==> src/rtl/systolic_sequencer_if.sv <==
// Bundles the load stream, array-side feed/readback signals and result stream of
// systolic_sequencer. The sequencer uses the slave view; its environment uses master.
interface systolic_sequencer_if #(
  parameter int unsigned N = 4,
  parameter int unsigned W = 16
);
  localparam int unsigned RowW = (N > 1) ? $clog2(N) : 1;

  logic                  clear;
  logic                  in_valid;
  logic                  in_ready;
  logic [N-1:0][W-1:0]   in_x;
  logic [N-1:0][W-1:0]   in_w;
  logic [N-1:0][W-1:0]   x_out;
  logic [N-1:0][W-1:0]   w_out;
  logic                  start_out;
  logic                  array_stall;
  logic [RowW-1:0]       y_index;
  logic [N-1:0][W-1:0]   y_in;
  logic                  res_valid;
  logic                  res_ready;
  logic [N-1:0][W-1:0]   res_data;
  logic [RowW-1:0]       res_row;
  logic                  busy;
  logic                  done;

  modport slave (
    input  clear, in_valid, in_x, in_w, array_stall, y_in, res_ready,
    output in_ready, x_out, w_out, start_out, y_index, res_valid, res_data, res_row, busy, done
  );

  modport master (
    output clear, in_valid, in_x, in_w, array_stall, y_in, res_ready,
    input  in_ready, x_out, w_out, start_out, y_index, res_valid, res_data, res_row, busy, done
  );
endinterface

==> src/rtl/systolic_sequencer.sv <==
// Tile controller for a systolic array: buffers an NxN tile, feeds it with diagonal skew,
// waits for the array to settle, then reads result rows back out over valid/ready.
module systolic_sequencer #(
  parameter int unsigned N            = 4,
  parameter int unsigned W            = 16,
  parameter int unsigned DRAIN_CYCLES = 8
) (
  input logic                 clk,
  input logic                 n_rst,
  systolic_sequencer_if.slave seq_if
);

  localparam int unsigned CntW = $clog2(2 * N);
  localparam int unsigned RowW = (N > 1) ? $clog2(N) : 1;
  localparam int unsigned DrnW = $clog2(DRAIN_CYCLES + 1);

  localparam logic [CntW-1:0] LastStep  = CntW'(2 * N - 2);
  localparam logic [RowW-1:0] LastBeat  = RowW'(N - 1);
  localparam logic [RowW-1:0] LastRow   = RowW'(N - 1);
  localparam logic [DrnW-1:0] LastDrain = DrnW'(DRAIN_CYCLES - 1);

  localparam logic [2:0] StIdle  = 3'd0;
  localparam logic [2:0] StLoad  = 3'd1;
  localparam logic [2:0] StFeed  = 3'd2;
  localparam logic [2:0] StDrain = 3'd3;
  localparam logic [2:0] StRead  = 3'd4;

  typedef logic [N-1:0][W-1:0]         vec_t;
  typedef logic [N-1:0][N-1:0][W-1:0]  tile_t;

  logic [2:0]       state_q, state_d;
  logic [RowW-1:0]  ld_cnt_q, ld_cnt_d;
  tile_t            xbuf_q, xbuf_d;
  tile_t            wbuf_q, wbuf_d;
  logic [CntW-1:0]  t_q, t_d;
  logic [DrnW-1:0]  drain_q, drain_d;
  logic [RowW-1:0]  r_q, r_d;
  vec_t             x_out_q, x_out_d;
  vec_t             w_out_q, w_out_d;
  vec_t             res_data_q, res_data_d;
  logic             start_q, start_d;
  logic             res_valid_q, res_valid_d;
  logic             done_q, done_d;

  // Diagonal skew: lane i at step t carries element i of vector (t - i), zero outside the tile.
  function automatic vec_t skew(input tile_t buf_v, input logic [CntW-1:0] t);
    vec_t v;
    v = '0;
    for (int k = 0; k < int'(N); k++) begin
      for (int i = 0; i < int'(N); i++) begin
        if (k + i == int'(t)) begin
          v[i] = buf_v[k][i];
        end
      end
    end
    return v;
  endfunction

  always_comb begin
    state_d     = state_q;
    ld_cnt_d    = ld_cnt_q;
    xbuf_d      = xbuf_q;
    wbuf_d      = wbuf_q;
    t_d         = t_q;
    drain_d     = drain_q;
    r_d         = r_q;
    x_out_d     = x_out_q;
    w_out_d     = w_out_q;
    start_d     = start_q;
    res_data_d  = res_data_q;
    res_valid_d = res_valid_q;
    done_d      = 1'b0;

    if (seq_if.clear) begin
      state_d     = StIdle;
      ld_cnt_d    = '0;
      xbuf_d      = '0;
      wbuf_d      = '0;
      t_d         = '0;
      drain_d     = '0;
      r_d         = '0;
      x_out_d     = '0;
      w_out_d     = '0;
      start_d     = 1'b0;
      res_data_d  = '0;
      res_valid_d = 1'b0;
    end else begin
      case (state_q)
        StIdle, StLoad: begin
          if (seq_if.in_valid) begin
            xbuf_d[ld_cnt_q] = seq_if.in_x;
            wbuf_d[ld_cnt_q] = seq_if.in_w;
            if (ld_cnt_q == LastBeat) begin
              // Step 0 is presented in the first FEED cycle, so it is registered on this edge.
              ld_cnt_d = '0;
              state_d  = StFeed;
              t_d      = '0;
              x_out_d  = skew(xbuf_d, '0);
              w_out_d  = skew(wbuf_d, '0);
              start_d  = 1'b1;
            end else begin
              ld_cnt_d = ld_cnt_q + RowW'(1);
              state_d  = StLoad;
            end
          end
        end

        StFeed: begin
          if (!seq_if.array_stall) begin
            if (t_q == LastStep) begin
              state_d = StDrain;
              t_d     = '0;
              drain_d = '0;
              x_out_d = '0;
              w_out_d = '0;
              start_d = 1'b0;
            end else begin
              t_d     = t_q + CntW'(1);
              x_out_d = skew(xbuf_q, t_q + CntW'(1));
              w_out_d = skew(wbuf_q, t_q + CntW'(1));
            end
          end
        end

        StDrain: begin
          if (drain_q == LastDrain) begin
            state_d = StRead;
            drain_d = '0;
            r_d     = '0;
          end else begin
            drain_d = drain_q + DrnW'(1);
          end
        end

        StRead: begin
          // Alternate between letting y_index settle (capture) and offering the row.
          if (!res_valid_q) begin
            res_data_d  = seq_if.y_in;
            res_valid_d = 1'b1;
          end else if (seq_if.res_ready) begin
            res_valid_d = 1'b0;
            if (r_q == LastRow) begin
              r_d     = '0;
              done_d  = 1'b1;
              state_d = StIdle;
            end else begin
              r_d = r_q + RowW'(1);
            end
          end
        end

        default: begin
          state_d = StIdle;
        end
      endcase
    end
  end

  always_ff @(posedge clk or negedge n_rst) begin
    if (!n_rst) begin
      state_q     <= StIdle;
      ld_cnt_q    <= '0;
      xbuf_q      <= '0;
      wbuf_q      <= '0;
      t_q         <= '0;
      drain_q     <= '0;
      r_q         <= '0;
      x_out_q     <= '0;
      w_out_q     <= '0;
      start_q     <= 1'b0;
      res_data_q  <= '0;
      res_valid_q <= 1'b0;
      done_q      <= 1'b0;
    end else begin
      state_q     <= state_d;
      ld_cnt_q    <= ld_cnt_d;
      xbuf_q      <= xbuf_d;
      wbuf_q      <= wbuf_d;
      t_q         <= t_d;
      drain_q     <= drain_d;
      r_q         <= r_d;
      x_out_q     <= x_out_d;
      w_out_q     <= w_out_d;
      start_q     <= start_d;
      res_data_q  <= res_data_d;
      res_valid_q <= res_valid_d;
      done_q      <= done_d;
    end
  end

  // r_q is held at zero outside READ, so it doubles as the idle y_index value.
  assign seq_if.in_ready  = (state_q == StIdle) || (state_q == StLoad);
  assign seq_if.x_out     = x_out_q;
  assign seq_if.w_out     = w_out_q;
  assign seq_if.start_out = start_q;
  assign seq_if.y_index   = r_q;
  assign seq_if.res_valid = res_valid_q;
  assign seq_if.res_data  = res_data_q;
  assign seq_if.res_row   = r_q;
  assign seq_if.busy      = (state_q != StIdle);
  assign seq_if.done      = done_q;

endmodule

==> src/flat_wrapper.sv <==
// flat-port wrapper written by rule: the top's interface ports become plain ports
module systolic_sequencer_flat 
#(
  parameter int unsigned N            = 4,
  parameter int unsigned W            = 16,
  parameter int unsigned DRAIN_CYCLES = 8
)
  (clk, n_rst, seq_if_clear, seq_if_in_valid, seq_if_in_x, seq_if_in_w, seq_if_array_stall, seq_if_y_in, seq_if_res_ready, seq_if_in_ready, seq_if_x_out, seq_if_w_out, seq_if_start_out, seq_if_y_index, seq_if_res_valid, seq_if_res_data, seq_if_res_row, seq_if_busy, seq_if_done);
  systolic_sequencer_if #(.N(N), .W(W)) seq_if_i ();
  input logic clk;
  input logic n_rst;
  input wire logic [$bits(seq_if_i.clear)-1:0] seq_if_clear;
  input wire logic [$bits(seq_if_i.in_valid)-1:0] seq_if_in_valid;
  input wire logic [$bits(seq_if_i.in_x)-1:0] seq_if_in_x;
  input wire logic [$bits(seq_if_i.in_w)-1:0] seq_if_in_w;
  input wire logic [$bits(seq_if_i.array_stall)-1:0] seq_if_array_stall;
  input wire logic [$bits(seq_if_i.y_in)-1:0] seq_if_y_in;
  input wire logic [$bits(seq_if_i.res_ready)-1:0] seq_if_res_ready;
  output wire logic [$bits(seq_if_i.in_ready)-1:0] seq_if_in_ready;
  output wire logic [$bits(seq_if_i.x_out)-1:0] seq_if_x_out;
  output wire logic [$bits(seq_if_i.w_out)-1:0] seq_if_w_out;
  output wire logic [$bits(seq_if_i.start_out)-1:0] seq_if_start_out;
  output wire logic [$bits(seq_if_i.y_index)-1:0] seq_if_y_index;
  output wire logic [$bits(seq_if_i.res_valid)-1:0] seq_if_res_valid;
  output wire logic [$bits(seq_if_i.res_data)-1:0] seq_if_res_data;
  output wire logic [$bits(seq_if_i.res_row)-1:0] seq_if_res_row;
  output wire logic [$bits(seq_if_i.busy)-1:0] seq_if_busy;
  output wire logic [$bits(seq_if_i.done)-1:0] seq_if_done;
  assign seq_if_i.clear = seq_if_clear;
  assign seq_if_i.in_valid = seq_if_in_valid;
  assign seq_if_i.in_x = seq_if_in_x;
  assign seq_if_i.in_w = seq_if_in_w;
  assign seq_if_i.array_stall = seq_if_array_stall;
  assign seq_if_i.y_in = seq_if_y_in;
  assign seq_if_i.res_ready = seq_if_res_ready;
  assign seq_if_in_ready = seq_if_i.in_ready;
  assign seq_if_x_out = seq_if_i.x_out;
  assign seq_if_w_out = seq_if_i.w_out;
  assign seq_if_start_out = seq_if_i.start_out;
  assign seq_if_y_index = seq_if_i.y_index;
  assign seq_if_res_valid = seq_if_i.res_valid;
  assign seq_if_res_data = seq_if_i.res_data;
  assign seq_if_res_row = seq_if_i.res_row;
  assign seq_if_busy = seq_if_i.busy;
  assign seq_if_done = seq_if_i.done;
  systolic_sequencer #(.N(N), .W(W), .DRAIN_CYCLES(DRAIN_CYCLES)) u_core (.clk(clk), .n_rst(n_rst), .seq_if(seq_if_i));
endmodule
==> config.mk <==
export PLATFORM = sky130hd
export DESIGN_NAME = systolic_sequencer_flat
export DESIGN_NICKNAME = d
export VERILOG_FILES = /design/src/rtl/systolic_sequencer_if.sv /design/src/rtl/systolic_sequencer.sv /design/src/flat_wrapper.sv
export SDC_FILE = /design/constraint.sdc
export NUM_CORES = 1
export LEC_CHECK = 0
export ABC_AREA = 1
export CAP_MARGIN = 40
export CELL_PAD_IN_SITES_DETAIL_PLACEMENT = 1
export CELL_PAD_IN_SITES_GLOBAL_PLACEMENT = 1
export CORE_MARGIN = 5
export CORE_UTILIZATION = 30
export CTS_BUF_LIST = sky130_fd_sc_hd__clkbuf_8
export CTS_CLUSTER_SIZE = 28
export DETAILED_ROUTE_END_ITERATION = 10
export PLACE_DENSITY = 0.61
export SLEW_MARGIN = 30
export SYNTH_ARGS = -nofsm -noshare
export SYNTH_HDL_FRONTEND = slang
export SYNTH_SLANG_ARGS = --single-unit
==> constraint.sdc <==
create_clock -name clk -period 1.9 [get_ports clk]
set_input_delay 0.285 -clock clk [delete_from_list [all_inputs] [get_ports clk]]
set_output_delay 0.285 -clock clk [all_outputs]
set_load 0.01 [all_outputs]
Word-level counts from Yosys, hierarchy flattened
Cells that the tools add are included.

storage, ports and cells
  input port bits = 198
  bits in registers = 721
  output and inout bits = 201
  word-level logic and storage cells = 203

cells by class
  mux-type cells = 103
  reduce and logical (&&, ||, !) cells = 19
  equality and inequality tests = 23
  $add $sub $neg = 4
  order comparisons = 2

operators by type and width
  cell                number
  $mux 256            6
  $mux 64             14
  $bwmux 256          2
  $mux 16             32
  $pmux 64 s2         2
  $demux 64 s2        1
  $mux 3              13
  $mux 2              10
  $mux 4              4
  $ne 3x2->1 const B  5
  $mux 1              14
  $eq 3x3->1 const A  4
  $pmux 3 s4          1
  $reduce_bool 3->1   4
  $ne 3x3->1 const B  3
  $pmux 4 s2          1
  $reduce_and 4->1    2
  $reduce_and 7->1    1
  $eq 2x3->1 const A  2
  $eq 3x2->1 const B  2
  $eq 3x3->1 const B  2
  $logic_not 3->1     2
  $pmux 3 s2          1
  $reduce_bool 2->1   3
  other kinds (17)    20

Depth between registers and ports, before layout
Gate-level depths: netlist (run 1).

  depth after elaboration = 10
  gate-level depth with buffers = 13
  depth with buffers taken out = 10

Worst setup path after synthesis (run 1)
Ideal clock, no wire load.

  path type = reg-to-reg
  start point = register u_core.ld_cnt_q[0]
  end point = register u_core.w_out_q, in the netlist u_core.seq_if.w_out[10]
  path buffers = 2
  setup slack = 0.166 ns
  stages on the path, launching flop included = 12
  data required time = 1.829 ns
  setup time = 0.071 ns
  arrival = 1.663 ns
  period minus slack after synthesis = 1.734 ns
  cell sequence = dfrtp_1 inv_1 ha_1 nor2_2 buf_2 buf_2 nand2_1 nand2_1 nand2_1 nand3_1 nor2_1 nor2_1

between the ends
  cells in the longest elaborated chain, start to end = 9

ends and longest elaborated chain
  what                                                                   RTL line                   RTL
  from (decl)                                                            systolic_sequencer.sv:32   logic [RowW-1:0] ld_cnt_q, ld_cnt_d;
  from (signal assigned)                                                 systolic_sequencer.sv:176  ld_cnt_q <= ld_cnt_d;
  $lt 2x3->1 (not written as such) / $ge 2x1->1 (equally long branches)  systolic_sequencer.sv:92   wbuf_d[ld_cnt_q] = seq_if.in_w;
  $logic_and 1x1->1 (not written as such)                                systolic_sequencer.sv:92
  $mux 64 (not written as such)                                          systolic_sequencer.sv:92
  $demux 64 s2                                                           -
  $bwmux 256                                                             systolic_sequencer.sv:92
  $mux 64                                                                systolic_sequencer.sv:93   if (ld_cnt_q == LastBeat) begin
  $mux 64                                                                systolic_sequencer.sv:90   if (seq_if.in_valid) begin
  $pmux 64 s2                                                            systolic_sequencer.sv:88   case (state_q)
  $mux 64                                                                systolic_sequencer.sv:74   if (seq_if.clear) begin
  to (signal assigned)                                                   systolic_sequencer.sv:183  w_out_q <= w_out_d;
  to (decl)                                                              systolic_sequencer.sv:39   vec_t w_out_q, w_out_d;

Parallel ways exist; a longest one is shown, timed or not. The select of a mux whose other input is x is not followed.
A chain may end at the register's enable or synchronous reset.

Worst setup path in the final report (run 1)
  start point = register u_core.state_q[0]
  end point = register u_core.x_out_q, in the netlist u_core.seq_if.x_out[61]

between the ends
  cells in the longest elaborated chain, start to end = 4

ends and longest elaborated chain
  what                                                          RTL line                   RTL
  from (decl)                                                   systolic_sequencer.sv:31   logic [2:0] state_q, state_d;
  from (signal assigned)                                        systolic_sequencer.sv:161  state_q <= StIdle;
  from (signal assigned)                                        systolic_sequencer.sv:175  state_q <= state_d;
  $eq 3x1->1 / $logic_not 3->1 (equally long branches)          systolic_sequencer.sv:88
  $reduce_or 2->1                                               systolic_sequencer.sv:88
  $ne 3x2->1 (no line) (tied with other cells)                  -
  $reduce_and 4->1 (no line) / $mux 64 (equally long branches)  -
  to (signal assigned)                                          systolic_sequencer.sv:182  x_out_q <= x_out_d;
  to (decl)                                                     systolic_sequencer.sv:38   vec_t x_out_q, x_out_d;

Parallel ways exist; a longest one is shown, timed or not.

==> metrics, run 1 <==
status complete, but fails checks; violated checks negative setup slack; Multi-input gate area 13,900 um^2; worst-path fanout max 12; largest net degree at the start of global routing 69; overall routing resource usage 22.7%; Core Region 112,000 um^2; Synth Instances 4,414; drc violations 0; Final min period 2.08 ns; synthesized net count 4,618; vias in the first global route 35.3k; Die W 346 um; wire per inst 21.2 um; slew margin rel. 66.6%; NumNets Final 5,312; Yosys Warn Count 0; switching share of power 35.6%; total grt overflow 0; clk_skew 0.0270 ns; # port buffers 398; Hold Fails Final Rpt 0; vias per inst 4.95; syn_area_per_cell 7.66 um^2; initial core utilization 30.1%; Max H-tree Level 4; part of the power in the clock network 29.4%; WL final 143 mm; Antenna Nets Post-Route 0; Max VDD drop 0.648 mV; Fmax 480 MHz; number of synthesized register bits 721; worst slack, placed -0.251 ns; die height 346 um; HPWL Detailed 88.2 mm; nature of the critical path endpoint flop; Setup CP Type flop to flop; Critical Path RT 2.64 ns; unrepaired setup endpoints after global routing yes; commonest non-fill, non-tap cell in the layout nand2_1; Max Cap Viol 0; Slew Limit Fails 0; Clock Sinks 721; DRT Pass-1 Iters 5; Worst-Margin Slew 0.501 ns; Placer Congestion 0.782; Mapped Area 33,800 um^2; final setup fails 440; die footprint 120,000 um^2; CP startpoint kind flop; net load switching power 18.8 mW; period utilization 110%; DR vias 33.3k; Layout fillers 13.2k; Hold Path Class input pin to flop; most frequent cells in the layout nand2_1, dfrtp_1, nand3_1; initial antenna violation count 6; worst skew pair latency 0.83 ns; Flop pwr share 37.1%; CTS max path bufs 3; power per cell area 1100 nW/um^2; clk root buf clkbuf_8; sequential cell area 18,100 um^2; clock slew at reported path FFs 0.06 ns; Seq/Total Area, Yosys 53.4%; top cells by area, synth dfrtp_1, nand2_1, nand3_1; synth unique cells 27; DP Cell Count 6,321; Finished Layout Cells 6,716; TritonCTS Buffers 143; Critical Path, Cell by Cell buf_6, nand3_2, nand2_2, buf_4, buf_6, buf_4, nand2_4, nand2_4, nor2_8, buf_12, buf_12, nand3_1, nand2_1; Slowest-stage cell, CP dfrtp_1; combinational share of power 33.5%; Lkg Pwr 25.0 nW; Yosys top cell area share 53.4%; starting DRC count in detailed routing 2,002; TritonCTS clock tree built; Internal Power 34.1 mW; IO Count 399; first-pass GRT wire length 214 mm; CP arrival 2.82 ns; final worst slack -0.183 ns; CP peak stage delay 0.42 ns; Area Overhead vs Synth 41.9%; cell row count 123; layout cells sized above 1 13.6%; area leader, netlist dfrtp_1
registers in the layout, summed over array words and instances, names as in the netlist:
register and cells:
u_core.seq_if.res_row 2, u_core.state_q 3, u_core.seq_if.done 1, u_core.wbuf_q 256, u_core.t_q 3, u_core.seq_if.res_valid 1
u_core.seq_if.start_out 1, u_core.seq_if.x_out 64, u_core.drain_q 4, u_core.seq_if.w_out 64, u_core.xbuf_q 256, u_core.ld_cnt_q 2
u_core.seq_if.res_data 64
power groups by stage:
stage               Sequential, mW  Clock, mW  Combinational [mW]
floorplan                     19.6          0                6.75
global placement              19.7          0                15.2
detailed placement            19.8          0                15.4
CTS                           19.6       16.0                16.0
global route                  19.9       16.8                19.1
finish                        19.6       15.5                17.7
worst max-delay path, delay by kind of cell, from the launching register on:
family,cells,cell delay [ns]
buf+inv,6,0.93
simple gates,7,0.62
flops,1,0.42
layout make-up:
class	count	share of cell area, %
sequential	721	37.6
timing repair buffer	872	22.3
clock inverter	73	0.709
inverter	173	1.45
timing repair inverter	2	0.0522
antenna	5	0.0261
clock buffer	175	5.02
multi-input combinational	3195	28.9
tap	1500	3.91
synthesized netlist by cell type (all sizes together):
cell	number
clkbuf	96
clkinv	2
o21ai	228
nand2	1773
nand4	50
ha	6
o211ai	49
a21oi	5
nor2	375
dfrtp	721
buf	229
nor3	3
inv	171
nand3	701
xor2	2
a31oi	3
routing by layer:
metal | part of all wire, % | vias to the layer above | global-route usage (%) | wire length (um)
li1 | - | 15500 | - | -
met1 | 46 | 16700 | 30.5 | 65500
met2 | 46 | 816 | 37.3 | 66300
met3 | 5.5 | 177 | 4.86 | 7850
met4 | 2.1 | 4 | 5.86 | 2980
met5 | 0.016 | - | 0 | 23
path summary, 6_finish.rpt:
| kind | start | to | slack [ns] | cells past startpoint |
|---|---|---|---|---|
| worst max-delay path | u_core.state_q[0] | u_core.seq_if.x_out[61] | -0.18 | 13 |
| worst min-delay path | seq_if_y_in[49] | u_core.seq_if.res_data[49] | 0.1 | 3 |
| worst max register to register | u_core.state_q[0] | u_core.seq_if.x_out[61] | -0.18 | 13 |
| worst min register to register | u_core.seq_if.w_out[49] | u_core.seq_if.w_out[49] | 0.47 | 2 |
| max in group asynchronous | n_rst | u_core.xbuf_q[227] | 1.15 | 4 |
| min in group asynchronous | n_rst | u_core.wbuf_q[222] | 0.18 | 3 |
per-stage QoR:
step                      util, %  TNS, ns  hold WS (ns)  cell area, um^2  power, mW
final                        42.8   -26.45        0.0986            48000       52.8
after floorplan                 -        0       -0.0106            33800       26.4
after global placement       38.2   -55.13         0.191            42900       34.9
after global routing         42.8   -87.13        0.0308            48000       55.8
after detailed placement     38.2   -69.28         0.199            42900       35.2
after CTS                    41.8   -27.55        0.0100            46900       51.6
cell families (layout without fill, tap and decap cells):
family,count (synthesis),after routing,share of synthesized area (%)
other,0,5,0
adders and majority gates,6,6,0.222
AOI/OAI and AO/OA,285,285,4.60
and+or+nand+nor,2902,2902,35.3
xor gates and xnor gates,2,2,0.0518
DFF,721,721,53.4
buffers and inverters,498,1295,6.45
repair_timing:
item,CTS,global route
pin swaps,8,25
cloned,14,31
endpoints found under the hold margin,783,0
gates resized for setup,352,76
buffers inserted,23,12
setup endpoints to repair,452,720
hold buffers,64,0
(Power assumes the default switching activity.)
==> run 2: changes to the inputs <==
CORE_ASPECT_RATIO = 0.5   (was default)
==> run 2 against run 1 <==
Compared with the run above:
- the run still ends with negative setup slack left
- global-route usage increased by 1.0 points
- first-iteration DRC count increased by 13%
- sequential power about the same
- worst hold slack got worse by 0.044 ns
- worst setup slack got worse by 0.045 ns
- maximum frequency decreased by 2.1%
- critical path depth unchanged
- design area increased by 7.7%
- via count increased by 4.1%
- clock skew increased by 0.016 ns
==> metrics, run 2 (synthesis gave the netlist of run 1 again) <==
initial antenna violation count 8; Setup TNS -72.77 ns; final setup fails 670; Max Cap Viol 0; wire per inst 23.3 um; WHS 0.0542 ns; vias in the first global route 36.4k; Worst-Margin Slew 0.477 ns; Hold Crit Depth 3; CTS max path bufs 3; drc violations 0; power per cell area 1090 nW/um^2; Placer Congestion 0.781; Lkg Pwr 26.5 nW; Max H-tree Level 3; Max VDD drop 0.693 mV; slew margin rel. 68.2%; DRT Pass-1 Iters 5; die footprint 120,000 um^2; initial core utilization 30.1%; overall routing resource usage 23.7%; clk_skew 0.0433 ns; clock slew at reported path FFs 0.07 ns; Hold Path Class input pin to flop; worst skew pair latency 0.84 ns; DR vias 34.6k; final worst slack -0.229 ns; period utilization 112%; Final min period 2.13 ns; Clock Sinks 721; unrepaired setup endpoints after global routing yes; Setup CP Type flop to flop; die height 247 um; placed cell area 42,400 um^2; vias per inst 5.11; worst slack, placed -0.329 ns; IO Count 399; WL final 158 mm; Core Region 112,000 um^2; Layout fillers 13.0k; first-pass GRT wire length 222 mm; worst-path fanout max 15; TritonCTS clock tree built; Area Overhead vs Synth 52.8%; clk root buf clkbuf_8; total grt overflow 0; Antenna Nets Post-Route 0; layout cells sized above 1 24.0%; Slew Limit Fails 0; HPWL Detailed 87.6 mm; cell row count 87; cells on worst reg2reg path 13; CP startpoint kind flop; TritonCTS Buffers 113; commonest non-fill, non-tap cell in the layout nand2_1; starting DRC count in detailed routing 2,253; Critical Path RT 2.65 ns; nature of the critical path endpoint flop; # port buffers 398; CP arrival 2.88 ns; post-route cell area 51,700 um^2; violated checks negative setup slack; Die W 485 um; NumNets Final 5,376; most frequent cells in the layout nand2_1, dfrtp_1, nand3_1; status complete, but fails checks; largest net degree at the start of global routing 79; biggest regs u_core.wbuf_q (256), u_core.xbuf_q (256); Fmax 470 MHz; Hold Fails Final Rpt 0
## run 2: changes by cell type in the layout (fill, tap and decap cells not counted), sizes merged
cell / before / now
buf: 392 / 461
inv: 236 / 214
dlygate4sd2: 135 / 146
clkdlybuf4s15: 59 / 49
clkbuf: 200 / 197
bufbuf: 2 / 0
clkinvlp: 1 / 3
bufinv: 0 / 1
diode: 5 / 6
dlygate4sd3: 63 / 62
## run 2: routing by layer
metal | wire length, um | GRT usage, %
met1 | 70200 | 31.0
met2 | 75500 | 40.2
met3 | 7920 | 4.20
met4 | 3880 | 7.26
met5 | 0 | 0
## run 2: layout make-up
type | instances | area, um^2 | area share [%]
flip-flops and latches | 721 | 18100 | 34.9
repair buffers | 966 | 12300 | 23.9
well taps | 1513 | 1890 | 3.66
multi-input cells | 3195 | 16400 | 31.7
repair inverters | 2 | 31.3 | 0.0605
clock inverters | 54 | 265 | 0.513
inverters | 173 | 716 | 1.38
clock buffers | 145 | 2000 | 3.86
diodes | 6 | 15.0 | 0.0291
## run 2: what timing repair did
action                                  4_1_cts  5_1_grt
endpoints found under the setup margin      812      708
endpoints found under the hold margin       782        0
pin swaps                                   164      194
setup buffers                                73       51
resized for setup                           636      675
gates cloned                                 33       69
hold buffers                                 63        0
## run 2: worst paths after layout
| path | from | endpoint | slack (ns) |
|---|---|---|---|
| worst max-delay path | u_core.state_q[1] | u_core.wbuf_q[105] | -0.23 |
| worst min-delay path | seq_if_y_in[41] | u_core.seq_if.res_data[41] | 0.05 |
| worst max register to register | u_core.state_q[1] | u_core.wbuf_q[105] | -0.23 |
| worst min register to register | u_core.seq_if.x_out[34] | u_core.seq_if.x_out[34] | 0.47 |
| max in group asynchronous | n_rst | u_core.wbuf_q[179] | 1.19 |
| min in group asynchronous | n_rst | u_core.wbuf_q[215] | 0.19 |
## run 2: power by group
group          switching, mW  internal [mW]
clock network           6.96           6.92
registers               1.81           18.1
logic                   12.5           10.0
## run 2: worst max-delay path: stages (launching register included)
cell and delay [ns]:
dfrtp_1 0.40, buf_6 0.13, nor2_4 0.03, nand2_2 0.11, nand2_4 0.07, buf_6 0.13
buf_6 0.13, buf_12 0.12, buf_4 0.13, a31oi_4 0.23, buf_12 0.21, buf_12 0.17
nand2_1 0.07, nand2_1 0.07
## run 2: metrics by stage
stage | util (%) | power [mW] | cells
after floorplan | - | 26.4 | 4414
final | 46.0 | 56.3 | 6775
after global placement | 37.7 | 34.2 | 6316
after CTS | 42.6 | 52.6 | 6683
after global routing | 46.0 | 58.9 | 6775
after detailed placement | 37.8 | 34.7 | 6317
